--- src/rtl/dot_product_seq.sv ---
// dot_product_seq: sequencer for an unsigned dot product over two synchronous operand memories.
// It issues one read per cycle, accumulates a_data*b_data, and returns the sum over valid/ready.
`default_nettype none

module dot_product_seq #(
   parameter int DATA_WIDTH = 8,
   parameter int ADDR_WIDTH = 4,
   parameter int ACC_WIDTH  = 2*DATA_WIDTH+ADDR_WIDTH
) (
   input  logic                  clk,
   input  logic                  rst_n,
   input  logic                  start,
   input  logic [ADDR_WIDTH:0]   len,
   output logic                  busy,
   output logic                  rd_en,
   output logic [ADDR_WIDTH-1:0] addr,
   input  logic [DATA_WIDTH-1:0] a_data,
   input  logic [DATA_WIDTH-1:0] b_data,
   output logic [ACC_WIDTH-1:0]  result,
   output logic                  result_valid,
   input  logic                  result_ready
);

   typedef enum logic [1:0] {
      IDLE  = 2'd0,
      RUN   = 2'd1,
      DRAIN = 2'd2,
      DONE  = 2'd3
   } state_t;

   state_t                  state;
   logic [ADDR_WIDTH-1:0]   last_addr;
   logic [ACC_WIDTH-1:0]    acc;
   logic                    pending;

   logic [2*DATA_WIDTH-1:0] product;
   logic [ACC_WIDTH-1:0]    acc_next;
   logic [ADDR_WIDTH:0]     len_m1;

   assign product  = {{DATA_WIDTH{1'b0}}, a_data} * {{DATA_WIDTH{1'b0}}, b_data};
   assign acc_next = pending ? acc + {{(ACC_WIDTH-2*DATA_WIDTH){1'b0}}, product} : acc;
   // Only the index of the last element is kept; len is nonzero whenever this is latched.
   assign len_m1   = len - (ADDR_WIDTH+1)'(1);
   assign busy     = (state != IDLE);

   always_ff @(posedge clk or negedge rst_n) begin
      if (!rst_n) begin
         state        <= IDLE;
         last_addr    <= '0;
         acc          <= '0;
         pending      <= 1'b0;
         rd_en        <= 1'b0;
         addr         <= '0;
         result       <= '0;
         result_valid <= 1'b0;
      end else begin
         pending <= rd_en;
         acc     <= acc_next;
         case (state)
            IDLE: begin
               rd_en <= 1'b0;
               if (start) begin
                  result <= '0;
                  acc    <= '0;
                  addr   <= '0;
                  if (len != '0) begin
                     last_addr <= len_m1[ADDR_WIDTH-1:0];
                     rd_en     <= 1'b1;
                     state     <= RUN;
                  end else begin
                     result_valid <= 1'b1;
                     state        <= DONE;
                  end
               end
            end
            RUN: begin
               if (addr == last_addr) begin
                  rd_en <= 1'b0;
                  state <= DRAIN;
               end else begin
                  addr <= addr + ADDR_WIDTH'(1);
               end
            end
            DRAIN: begin
               // The final product lands in acc_next on this same edge.
               result       <= acc_next;
               result_valid <= 1'b1;
               state        <= DONE;
            end
            DONE: begin
               if (result_ready) begin
                  result_valid <= 1'b0;
                  state        <= IDLE;
               end
            end
            default: state <= IDLE;
         endcase
      end
   end

endmodule

`default_nettype wire

--- config.mk ---
export PLATFORM = sky130hd
export DESIGN_NAME = dot_product_seq
export DESIGN_NICKNAME = d
export VERILOG_FILES = /design/src/rtl/dot_product_seq.sv
export SDC_FILE = /design/constraint.sdc
export NUM_CORES = 1
export LEC_CHECK = 0
export ABC_AREA = 1
export BUFFER_PORTS_ARGS = -buffer_cell sky130_fd_sc_hd__buf_2
export CORE_MARGIN = 8
export CORE_UTILIZATION = 60
export CTS_BUF_LIST = sky130_fd_sc_hd__clkbuf_4 sky130_fd_sc_hd__clkbuf_8
export CTS_CLUSTER_DIAMETER = 100
export DETAILED_ROUTE_END_ITERATION = 6
export GPL_TIMING_DRIVEN = 0
export PLACE_DENSITY = 0.81
export SLEW_MARGIN = 40
export SYNTH_ARGS = -nofsm -noshare
export SYNTH_HDL_FRONTEND = slang
export SYNTH_SLANG_ARGS = --single-unit
--- constraint.sdc ---
create_clock -name clk -period 5.05 [get_ports clk]
set_input_delay 0.2525 -clock clk [delete_from_list [all_inputs] [get_ports clk]]
set_output_delay 0.2525 -clock clk [all_outputs]
set_load 0.01 [all_outputs]
# After elaboration in Yosys (flattened, before gate mapping)
# Index checks and enable logic that the tools add are counted.
op_classes:
  n_addsub: 3
  n_mul: 1
  div_mod_pow: 0
  n_lt_le_gt_ge: 0
  n_eq_ne: 9
  shifts: 0
  muxes: 21
  bitwise_logic: 0
  reduce_logical: 12
ops:
  columns: ["operator", "count"]
  rows:
  - ["$mux W20", 4]
  - ["$pmux W20 S2", 1]
  - ["$add A20 B16 Y20", 1]
  - ["$mul A8 B8 Y16", 1]
  - ["$ne A2 B2 Y1 const B", 5]
  - ["$reduce_and A3 Y1", 3]
  - ["$mux W2", 4]
  - ["$mux W4", 2]
  - ["$pmux W2 S4", 1]
  - ["$pmux W4 S2", 1]
  - ["$mux W1", 6]
  - ["$reduce_bool A2 Y1", 3]
  - ["$reduce_bool A5 Y1", 1]
  - ["$add A4 B1 Y4 const B", 1]
  - ["$eq A2 B2 Y1 const B", 2]
  - ["$eq A4 B4 Y1", 1]
  - ["$reduce_and A2 Y1", 2]
  - ["$reduce_and A4 Y1", 1]
  - ["$sub A4 B1 Y4 const B", 1]
  - ["$pmux W1 S3", 1]
  - ["$reduce_bool A3 Y1", 1]
  - ["$eq A2 B1 Y1 const B", 1]
  - ["$logic_not A2 Y1", 1]
  - ["$pmux W1 S2", 1]
totals:
  reg_bits: 53
  latchBits: 0
  ramBits: 0
  romBits: 0
  input_bits: 25
  output_inout_bits: 27
  elab_cells: 54
  memories: 0

# Longest topological paths before layout
# Gate-level depths: netlist of run 1.
depth:
  ltp_word: 5
  ltp_mapped: 23
  depth_no_buf: 22

# Worst setup path before layout of run 1
# Ideal clock, no wire load.
synth_path:
  path_kind: "input port to flip-flop"
  startpoint: "input a_data[0]"
  endpoint: "register result[16]"
  setup_time_ns: 0.119
  arrival_time_ns: 3.819
  required_ns: 4.931
  path_slack_ns: 1.112
  stages: 20
  path_buffers: 1
  cell_sequence: "clkbuf_1 > nand2_1 > fa_1 > fa_1 > inv_1 > fa_1 > inv_1 > fa_1 > inv_1 > ha_1 > nand2_2 > inv_1 > nand2_1 > nand3_2 > nand2_1 > nand2_1 > nand2_1 > nand3_2 > nand3_1 > nand2_1"
synth_between:
  elab_chain_len: 4
synth_lines:
  columns: ["element", "line_no", "source"]
  rows:
  - ["from (decl)", "17", "input logic [DATA_WIDTH-1:0] a_data,"]
  - ["$mul A8 B8 Y16", "40", "assign product = {{DATA_WIDTH{1'b0}}, a_data} * {{DATA_WIDTH{1'b0}}, b_data};"]
  - ["$add A20 B16 Y20", "41", "assign acc_next = pending ? acc + {{(ACC_WIDTH-2*DATA_WIDTH){1'b0}}, product} : acc;"]
  - ["$mux W20", "41", null]
  - ["$pmux W20 S2", "59", "case (state)"]
  - ["to (signal assigned)", "86", "result <= acc_next;"]
  - ["to (decl)", "19", "output logic [ACC_WIDTH-1:0] result,"]
# Every way passes these cells.
# A chain may end at the register's enable or synchronous reset.

# Worst setup path after layout of run 1
layout_path:
  startpoint: "input a_data[0]"
  endpoint: "register result[10]"
# Same word-level chain as after synthesis.

==> impl_metrics.yaml, run 1 <==
layout:
  design_area_mm2: 0.00588
  fin_nets: 908
  layout-drive-gt1-share: 0.103
  finalNonFillerCells: 897
  area_growth_pct: 7.72
  n_antenna_cell: 0
timing:
  finalSetupViolCount: 0
  fmax_mhz: 243
  setup_tns_ns: 0
  worst_slack_ns: 0.931
  finalWorstPathRequiredPeriod_ns: 4.12
  rsz0062_at_grt: "false"
  clock_skew_ns: 0.00534
  slew_headroom: 0.554
  slew_viol_final: 0
  timing.final.crit_share: 0.816
  max_slew.worst_pin.slew_ns: 0.669
  hold_viol: 0
critical_path:
  worstPathMaxFanout: 8
  required_ns: 5.25
  r2r_cells: 19
  crit_type: "in2reg"
  r2r_start: "acc[6]"
  rrSetupSlack_ns: 1.03
  endpoint_kind: "flip-flop"
  arrival_ns: 4.32
  critical_path.startpoint_type: "input port"
  rr_endpoint: "result[10]"
detailed_routing:
  vias_per_cell: 5.04
  routed_wl_mm: 12.2
  wl_met2_mm: 6.23
  drt_iter0_markers: 273
  m1WireLength_mm: 5.20
  num_vias: 4521
  drc: 0
  routedWlPerCell_um: 13.5
  antenna_left: 0
  route.met3.wl_um: 543
  highest_layer: "met4"
  dr.pass1.iters: 7
cts:
  post_cts_buffers: 0
  tritoncts: "done"
  numCtsBuffers: 5
  clkLatencyLatePin_ns: 0.31
  hold_buffers: 1
  h-tree-depth: 2
  clk_pin_slew_ns: 0.10
  cts_root_buf: "clkbuf_8"
  cts_buffer_depth: 2
  clock_sinks: 53
  ctsResizeCount: 0
yosys:
  syn_inst: 742
  async_reset_ff_frac: 1.00
  syn_nets: 865
  synth.largest_area_cell: "dfrtp_1"
  synthDistinctLibCells: 33
  synth_edf_count: 0
  yosysSeqAreaShare: 0.243
  avgSynthCellArea_um2: 7.36
  yosys_most_used_dff: "dfrtp_1"
  yosys-top-cells-area: "dfrtp_1 (24%), fa_1 (18%), nand2_1 (15%)"
  synth.cell_area_mm2: 0.00546
  post-synth-top-area-fraction: 0.243
  synth_seq_cells: 53
  yosys_warnings: 0
floorplanning:
  io_pins: 52
  fp.dieW_um: 111
  dieArea_mm2: 0.0124
  die_h_um: 111
  core_mm2: 0.00902
  rows: 35
  start_util: 0.606
worst_hold_path:
  hold_depth: 2
  hold_class: "in2reg"
  min_to: "last_addr[0]"
  hp-start: "len[0]"
grt:
  grt_pass1_vias: 4778
  antenna_found_initial: 0
  grt_use_total: 0.204
  grt_max_degree: 54
  grt_pass1_wl_mm: 21.5
  grt_remaining_overflow: 0
placement:
  routabilityCongestion: 0.888
  dp_cells: 888
  io_buffers: 35
  place_hpwl_mm: 10.1
  dp_slack_ns: 0.627
  dpl_cell_area_mm2: 0.00578
flow_run:
  maxCapViolCount: 0
status:
  status: "finished clean"
layer usage:
| layer | vias up | global-route usage |
|---|---|---|
| met5 | - | 0 |
| met4 | 0 | 0.0524 |
| met3 | 18 | 0.0301 |
| met2 | 101 | 0.369 |
| met1 | 2145 | 0.248 |
| li1 | 2257 | - |
sequential cells by signal, indices dropped and copies added, names as in the netlist, named ones only:
register / count
result: 20
result_valid: 1
state: 2
acc: 18
addr: 4
pending: 1
last_addr: 4
rd_en: 1
metrics by stage:
stage,hold slack [ns],utilization
after global routing,0.171,0.652
after CTS,0.148,0.652
after floorplan,-0.0431,-
final,0.150,0.652
after detailed placement,0.327,0.641
after global placement,0.400,0.640
Yosys cell counts, types with 2 or more instances:
cell / instances
nand2_2: 5
o21ai_2: 3
fa_1: 50
nor2_1: 33
inv_1: 186
nand2_1: 218
nor2_2: 5
dfrtp_1: 53
a21oi_1: 11
nand3_2: 7
nand4_1: 5
or2_2: 7
o21ai_0: 26
nand3_1: 33
clkbuf_1: 19
buf_2: 4
inv_2: 3
and2_1: 2
xnor2_1: 4
xor2_1: 7
nor3_1: 2
ha_1: 48
layout by cell type, fill, tap and decap left out, types with 2 or more instances in the layout:
cell        Yosys  routed
fa_1           50      50
and2_1          2       2
nor2_2          5       5
clkbuf_1       19      19
nand3_1        33      33
inv_1         186     186
a21oi_1        11      11
o21ai_0        26      26
o21ai_2         3       3
nand2_2         5       5
buf_2           4      38
nand2_1       218     218
ha_1           48      48
dfrtp_1        53      53
nor2_1         33      33
or2_2           7       7
clkbuf_8        0       5
xor2_1          7       7
nand4_1         5       5
nor3_1          2       2
nand3_2         7       7
inv_2           3       3
xnor2_1         4       4
clkinvlp_4      0       2
worst max-delay path by stage:
| stage | end | from | slack (ns) | cells after the start |
|---|---|---|---|---|
| after floorplan | result[16] | a_data[0] | 1.11 | 20 |
| after global placement | result[10] | a_data[0] | 0.67 | 20 |
| after detailed placement | result[10] | a_data[0] | 0.63 | 20 |
| after CTS | result[10] | a_data[0] | 0.94 | 20 |
| after global routing | result[10] | a_data[0] | 0.71 | 19 |
| final | result[10] | a_data[0] | 0.93 | 20 |
cell families (layout without fill, tap and decap cells):
family	Yosys count	in the layout	synth area share
AOI/OAI and AO/OA	45	45	0.0465
xor gates and xnor gates	11	11	0.0176
adders and majority gates	98	98	0.293
buffers and inverters	214	258	0.148
DFF	53	53	0.243
muxes	1	1	0.00183
and+or+nand+nor	320	320	0.250
final cells by class:
class                           count  area [um^2]
Buffer                             24         96.3
Clock buffer                        5         68.8
Clock inverter                      3         26.3
Fill cell                         854         3140
Inverter                          190          713
Multi-Input combinational cell    475         3330
Sequential cell                    53         1330
Tap cell                          111          139
Timing Repair Buffer               36          188
critical path: stages:
cell      delay (ns)
clkbuf_1        0.34
nand2_1         0.16
fa_1            0.53
fa_1            0.55
inv_1           0.05
fa_1            0.52
inv_1           0.06
fa_1            0.55
inv_1           0.05
ha_1            0.37
nand2_2         0.12
inv_1           0.04
nand2_1         0.09
nand3_2         0.13
nand2_1         0.11
nand2_1         0.05
nand2_1         0.07
nand3_2         0.06
nand3_1         0.15
nand2_1         0.07
Power of run 1 is left out: the tool's default activity adds up to more than one toggle a clock period on the data nets, which glitch-free logic cannot reach.
==> run 2, diff against run 1 <==
CORE_UTILIZATION = 56   (was 60)
PLACE_DENSITY = 0.79   (was 0.81)
clock period = 3.4 ns   (was 5.05 ns; I/O delays follow)
==> run 2 against run 1 <==
The run now ends with negative setup slack left; clock-buffer cell count did not move; first-iteration DRC count decreased by 2.6%; core utilization up 3.6 points; worst hold slack worse by 0.075 ns; clock skew rose by 0.0047 ns; sequential cell count unchanged; global-route usage grew 0.055 points; sequential share of layout area is 2.6 points lower; design area rose by 13%; highest routed layer unchanged.
==> impl_metrics.yaml, run 2 (synthesized netlist as in run 1, its figures left out) <==
placement:
  routabilityCongestion: 0.918
  place_hpwl_mm: 10.2
  io_buffers: 35
  dp_cells: 910
floorplanning:
  die_h_um: 115
  dieArea_mm2: 0.0132
  io_pins: 52
  start_util: 0.567
  core_mm2: 0.00964
  fp.dieW_um: 115
  rows: 36
layout:
  layout-drive-gt1-share: 0.255
  n_antenna_cell: 0
  largest_register_ffs: 20
  fin_nets: 913
  area_growth_pct: 21.5
  finalNonFillerCells: 924
  most-common-layout-cells: "nand2_1 (182), inv_1 (167), dfrtp_1 (53), fa_1 (46), ha_1 (38)"
  final_common_cell: "nand2_1"
  largest_register: "result"
  top_regs: "result x20, acc x18"
  fillers: 781
  postLayoutCoreUtil: 0.688
grt:
  grt_remaining_overflow: 0
  grt_pass1_vias: 4749
  grt_use_total: 0.205
  grt_max_degree: 54
  grt_pass1_wl_mm: 21.9
  antenna_found_initial: 0
detailed_routing:
  drc: 0
  routed_wl_mm: 12.9
  routedWlPerCell_um: 13.9
  drt_iter0_markers: 266
  dr.pass1.iters: 5
  vias_per_cell: 5.03
  antenna_left: 0
  num_vias: 4646
critical_path:
  endpoint_kind: "flip-flop"
  crit_type: "reg2reg"
  rrSetupSlack_ns: -0.32
  required_ns: 3.63
  cpPeakStageDelay_ns: 0.51
  arrival_ns: 3.95
  critical_path.startpoint_type: "flip-flop"
  path_cells: "inv_2, fa_1, inv_1, fa_1, fa_1, inv_2, fa_1, inv_2, ha_4, nand2_4, inv_2, nand2_2, nand3_4, nand2_2, nand2_2, nand2_1, nand3_2, nand3_2, nand2_1"
  r2r_cells: 19
  worstPathMaxFanout: 4
  critical-path-slowest-cell: "fa_1"
timing:
  fin_hold_ws_ns: 0.0742
  worst_slack_ns: -0.322
  finalSetupViolCount: 29
  setup_tns_ns: -6.75
  slew_headroom: 0.561
  timing.final.crit_share: 1.09
  clock_skew_ns: 0.0101
  slew_viol_final: 0
  rsz0062_at_grt: "true"
  fmax_mhz: 269
  finalWorstPathRequiredPeriod_ns: 3.72
  hold_viol: 0
  max_slew.worst_pin.slew_ns: 0.659
cts:
  cts_root_buf: "clkbuf_8"
  numCtsBuffers: 5
  clock_sinks: 53
  cts_buffer_depth: 2
  clkLatencyLatePin_ns: 0.32
  tritoncts: "done"
  clk_pin_slew_ns: 0.10
  h-tree-depth: 2
status:
  violations: "negative setup slack"
  status: "finished with violations"
worst_hold_path:
  hold_depth: 2
  hold_class: "in2reg"
flow_run:
  maxCapViolCount: 0
## run 2: per-layer routing
metal  GRT usage  vias to the layer above  wire length [um]
li1            -                     2265                 -
met1       0.246                     2229              5330
met2       0.365                      132              6620
met3      0.0357                       20               688
met4      0.0648                        0               233
met5           0                        -                 0
## run 2: path summary, 6_finish.rpt
check / start / end
setup / recovery: acc[7] / result[11]
hold / removal: len[0] / last_addr[0]
setup reg to reg: acc[7] / result[11]
hold reg to reg: rd_en / pending
max in group asynchronous: rst_n / result_valid
min in group asynchronous: rst_n / acc[13]
## run 2: what timing repair did
item                       in CTS  in global routing
setup endpoints to repair      32                 32
hold endpoints to repair       53                  0
pin swaps                      54                 33
hold buffers                    1                  0
gates cloned                    0                  0
resized for setup              50                 40
setup buffers                   2                  4
## run 2: final cells by class
class / instances / area, um^2 / area share
Tap cell: 133 / 166 / 0.0251
Buffer: 24 / 317 / 0.0477
Inverter: 190 / 713 / 0.107
Sequential cell: 53 / 1330 / 0.200
Timing Repair Buffer: 41 / 229 / 0.0345
Clock inverter: 3 / 25.0 / 0.00377
Clock buffer: 5 / 68.8 / 0.0104
Multi-Input combinational cell: 475 / 3790 / 0.571
## run 2: metrics by stage
| stage | cell area (um^2) | worst slack [ns] |
|---|---|---|
| after CTS | 6480 | -0.298 |
| after detailed placement | 6200 | -0.421 |
| after floorplan | 5850 | -0.110 |
| after global routing | 6640 | -0.484 |
| after global placement | 6200 | -0.369 |
| final | 6640 | -0.322 |
## run 2: critical path: cells and delay by family (launching register included)
| kind | cells | cell delay [ns] |
|---|---|---|
| adder cells (fa/ha/maj) | 5 | 2.22 |
| AND/OR/NAND/NOR | 9 | 0.81 |
| flip-flops | 1 | 0.35 |
| buffers and inverters | 5 | 0.23 |
Power of run 2 is left out for the same reason.
==> run 3, diff against run 2 <==
MAX_ROUTING_LAYER = met4   (was unset)
RECOVER_POWER = 25   (was unset)
==> run 3 against run 2 <==
The run still ends with negative setup slack left; final cell count rose by 0.11%; via count rose by 1.6%; clock-buffer cell count did not move; worst hold slack improved by 0.0021 ns; sequential cell count did not move; critical path depth fell by 2; critical endpoint is now result[12].
==> impl_metrics.yaml, run 3 (synthesized netlist as in run 1, its figures left out) <==
floorplanning:
  rows: 36
  io_pins: 52
  die_h_um: 115
  core_mm2: 0.00964
  dieArea_mm2: 0.0132
  start_util: 0.567
  fp.dieW_um: 115
timing:
  fmax_mhz: 267
  timing.final.crit_share: 1.10
  clock_skew_ns: 0.00676
  slew_viol_final: 0
  finalSetupViolCount: 28
  finalWorstPathRequiredPeriod_ns: 3.74
  worst_slack_ns: -0.341
  max_slew.worst_pin.slew_ns: 1.30
  slew_headroom: 0.132
  hold_viol: 0
  rsz0062_at_grt: "true"
critical_path:
  path_cells: "inv_2, fa_1, inv_1, fa_1, inv_2, fa_1, fa_1, inv_2, ha_4, nand2_4, nor2_4, nand3_1, nand3_1, nand2_1, nand3_2, nand3_2, nand2_1"
  cpPeakStageDelay_ns: 0.52
  critical_path.startpoint_type: "flip-flop"
  worstPathMaxFanout: 5
  crit_type: "reg2reg"
  required_ns: 3.67
  critical-path-slowest-cell: "fa_1"
  endpoint_kind: "flip-flop"
  crit_buf_inv: 4
  arrival_ns: 4.01
  cp_top_family: "adder cells"
  crit_top_cell: "fa_1"
status:
  status: "finished with violations"
  violations: "negative setup slack"
placement:
  dpl_cell_area_mm2: 0.00620
  routabilityCongestion: 0.923
  io_buffers: 35
  place_hpwl_mm: 10.3
detailed_routing:
  routedWlPerCell_um: 14.5
  antenna_left: 0
  vias_per_cell: 5.10
  drt_iter0_markers: 238
  num_vias: 4722
  dr.pass1.iters: 5
  drc: 0
  routed_wl_mm: 13.4
layout:
  fin_nets: 914
  layout-drive-gt1-share: 0.251
  largest_register_ffs: 20
  largest_register: "result"
  postLayoutCoreUtil: 0.692
  area_growth_pct: 22.1
  final_common_cell: "nand2_1"
  fillers: 808
  n_antenna_cell: 0
  design_area_mm2: 0.00667
  most-common-layout-cells: "nand2_1 (187), inv_1 (163), dfrtp_1 (53), fa_1 (46), ha_1 (38)"
  top_regs: "result x20, acc x18"
cts:
  numCtsBuffers: 5
  cts_root_buf: "clkbuf_8"
  clkLatencyLatePin_ns: 0.32
  h-tree-depth: 2
  tritoncts: "done"
  cts_buffer_depth: 2
  clock_sinks: 53
  clk_pin_slew_ns: 0.10
grt:
  grt_pass1_vias: 5014
  grt_max_degree: 54
  grt_pass1_wl_mm: 23.0
  grt_use_total: 0.222
  grt_remaining_overflow: 0
  antenna_found_initial: 0
flow_run:
  maxCapViolCount: 0
worst_hold_path:
  hold_class: "in2reg"
-- run 3: changes by cell type in the layout (fill, tap and decap cells not counted), moves of 3 or more --
cell | previous run | this run
nand2_2 | 29 | 20
nor2_2 | 7 | 4
inv_1 | 167 | 163
nand2_1 | 182 | 187
inv_2 | 22 | 26
nand2_4 | 12 | 16
-- run 3: area by class of cell --
class | instances | area, um^2 | area share
tap | 133 | 166 | 0.0249
sequential | 53 | 1330 | 0.199
timing repair buffer | 42 | 241 | 0.0362
clock inverter | 3 | 43.8 | 0.00656
buffer | 24 | 317 | 0.0474
inverter | 190 | 713 | 0.107
multi-input combinational | 475 | 3790 | 0.569
clock buffer | 5 | 68.8 | 0.0103
-- run 3: final timing paths --
| check | start | endpoint | slack [ns] | cells past startpoint |
|---|---|---|---|---|
| max | acc[6] | result[12] | -0.34 | 17 |
| min | len[0] | last_addr[0] | 0.08 | 2 |
| max reg2reg | acc[6] | result[12] | -0.34 | 17 |
| min reg2reg | rd_en | pending | 0.45 | 0 |
| max in group asynchronous | rst_n | result[2] | 1.95 | 2 |
| min in group asynchronous | rst_n | result[11] | 0.65 | 2 |
-- run 3: metal layers --
layer  GRT usage  vias to the layer above  routed length, um
met3      0.0273                       25                636
met1       0.262                     2284               5530
met5           -                        -                  0
met4      0.0736                        0                282
met2       0.387                      140               6940
li1            -                     2273                  -
-- run 3: timing repair --
action	CTS	global route
resized for setup	50	42
setup endpoints to repair	31	32
pin swaps	39	32
endpoints found under the hold margin	53	0
buffers inserted	4	2
hold buffers	1	0
gates cloned	0	0
-- run 3: through the flow --
step / setup slack [ns] / setup TNS, ns / cells / hold WS [ns]
global route: -0.489 / -11.75 / 925 / 0.107
finish: -0.341 / -7.37 / 925 / 0.0763
detailed placement: -0.424 / -9.39 / 910 / 0.246
CTS: -0.277 / -6.19 / 923 / 0.0722
global placement: -0.369 / -7.58 / 910 / 0.398
floorplan: -0.110 / -1.36 / 742 / -0.126
Power of run 3 is left out for the same reason.
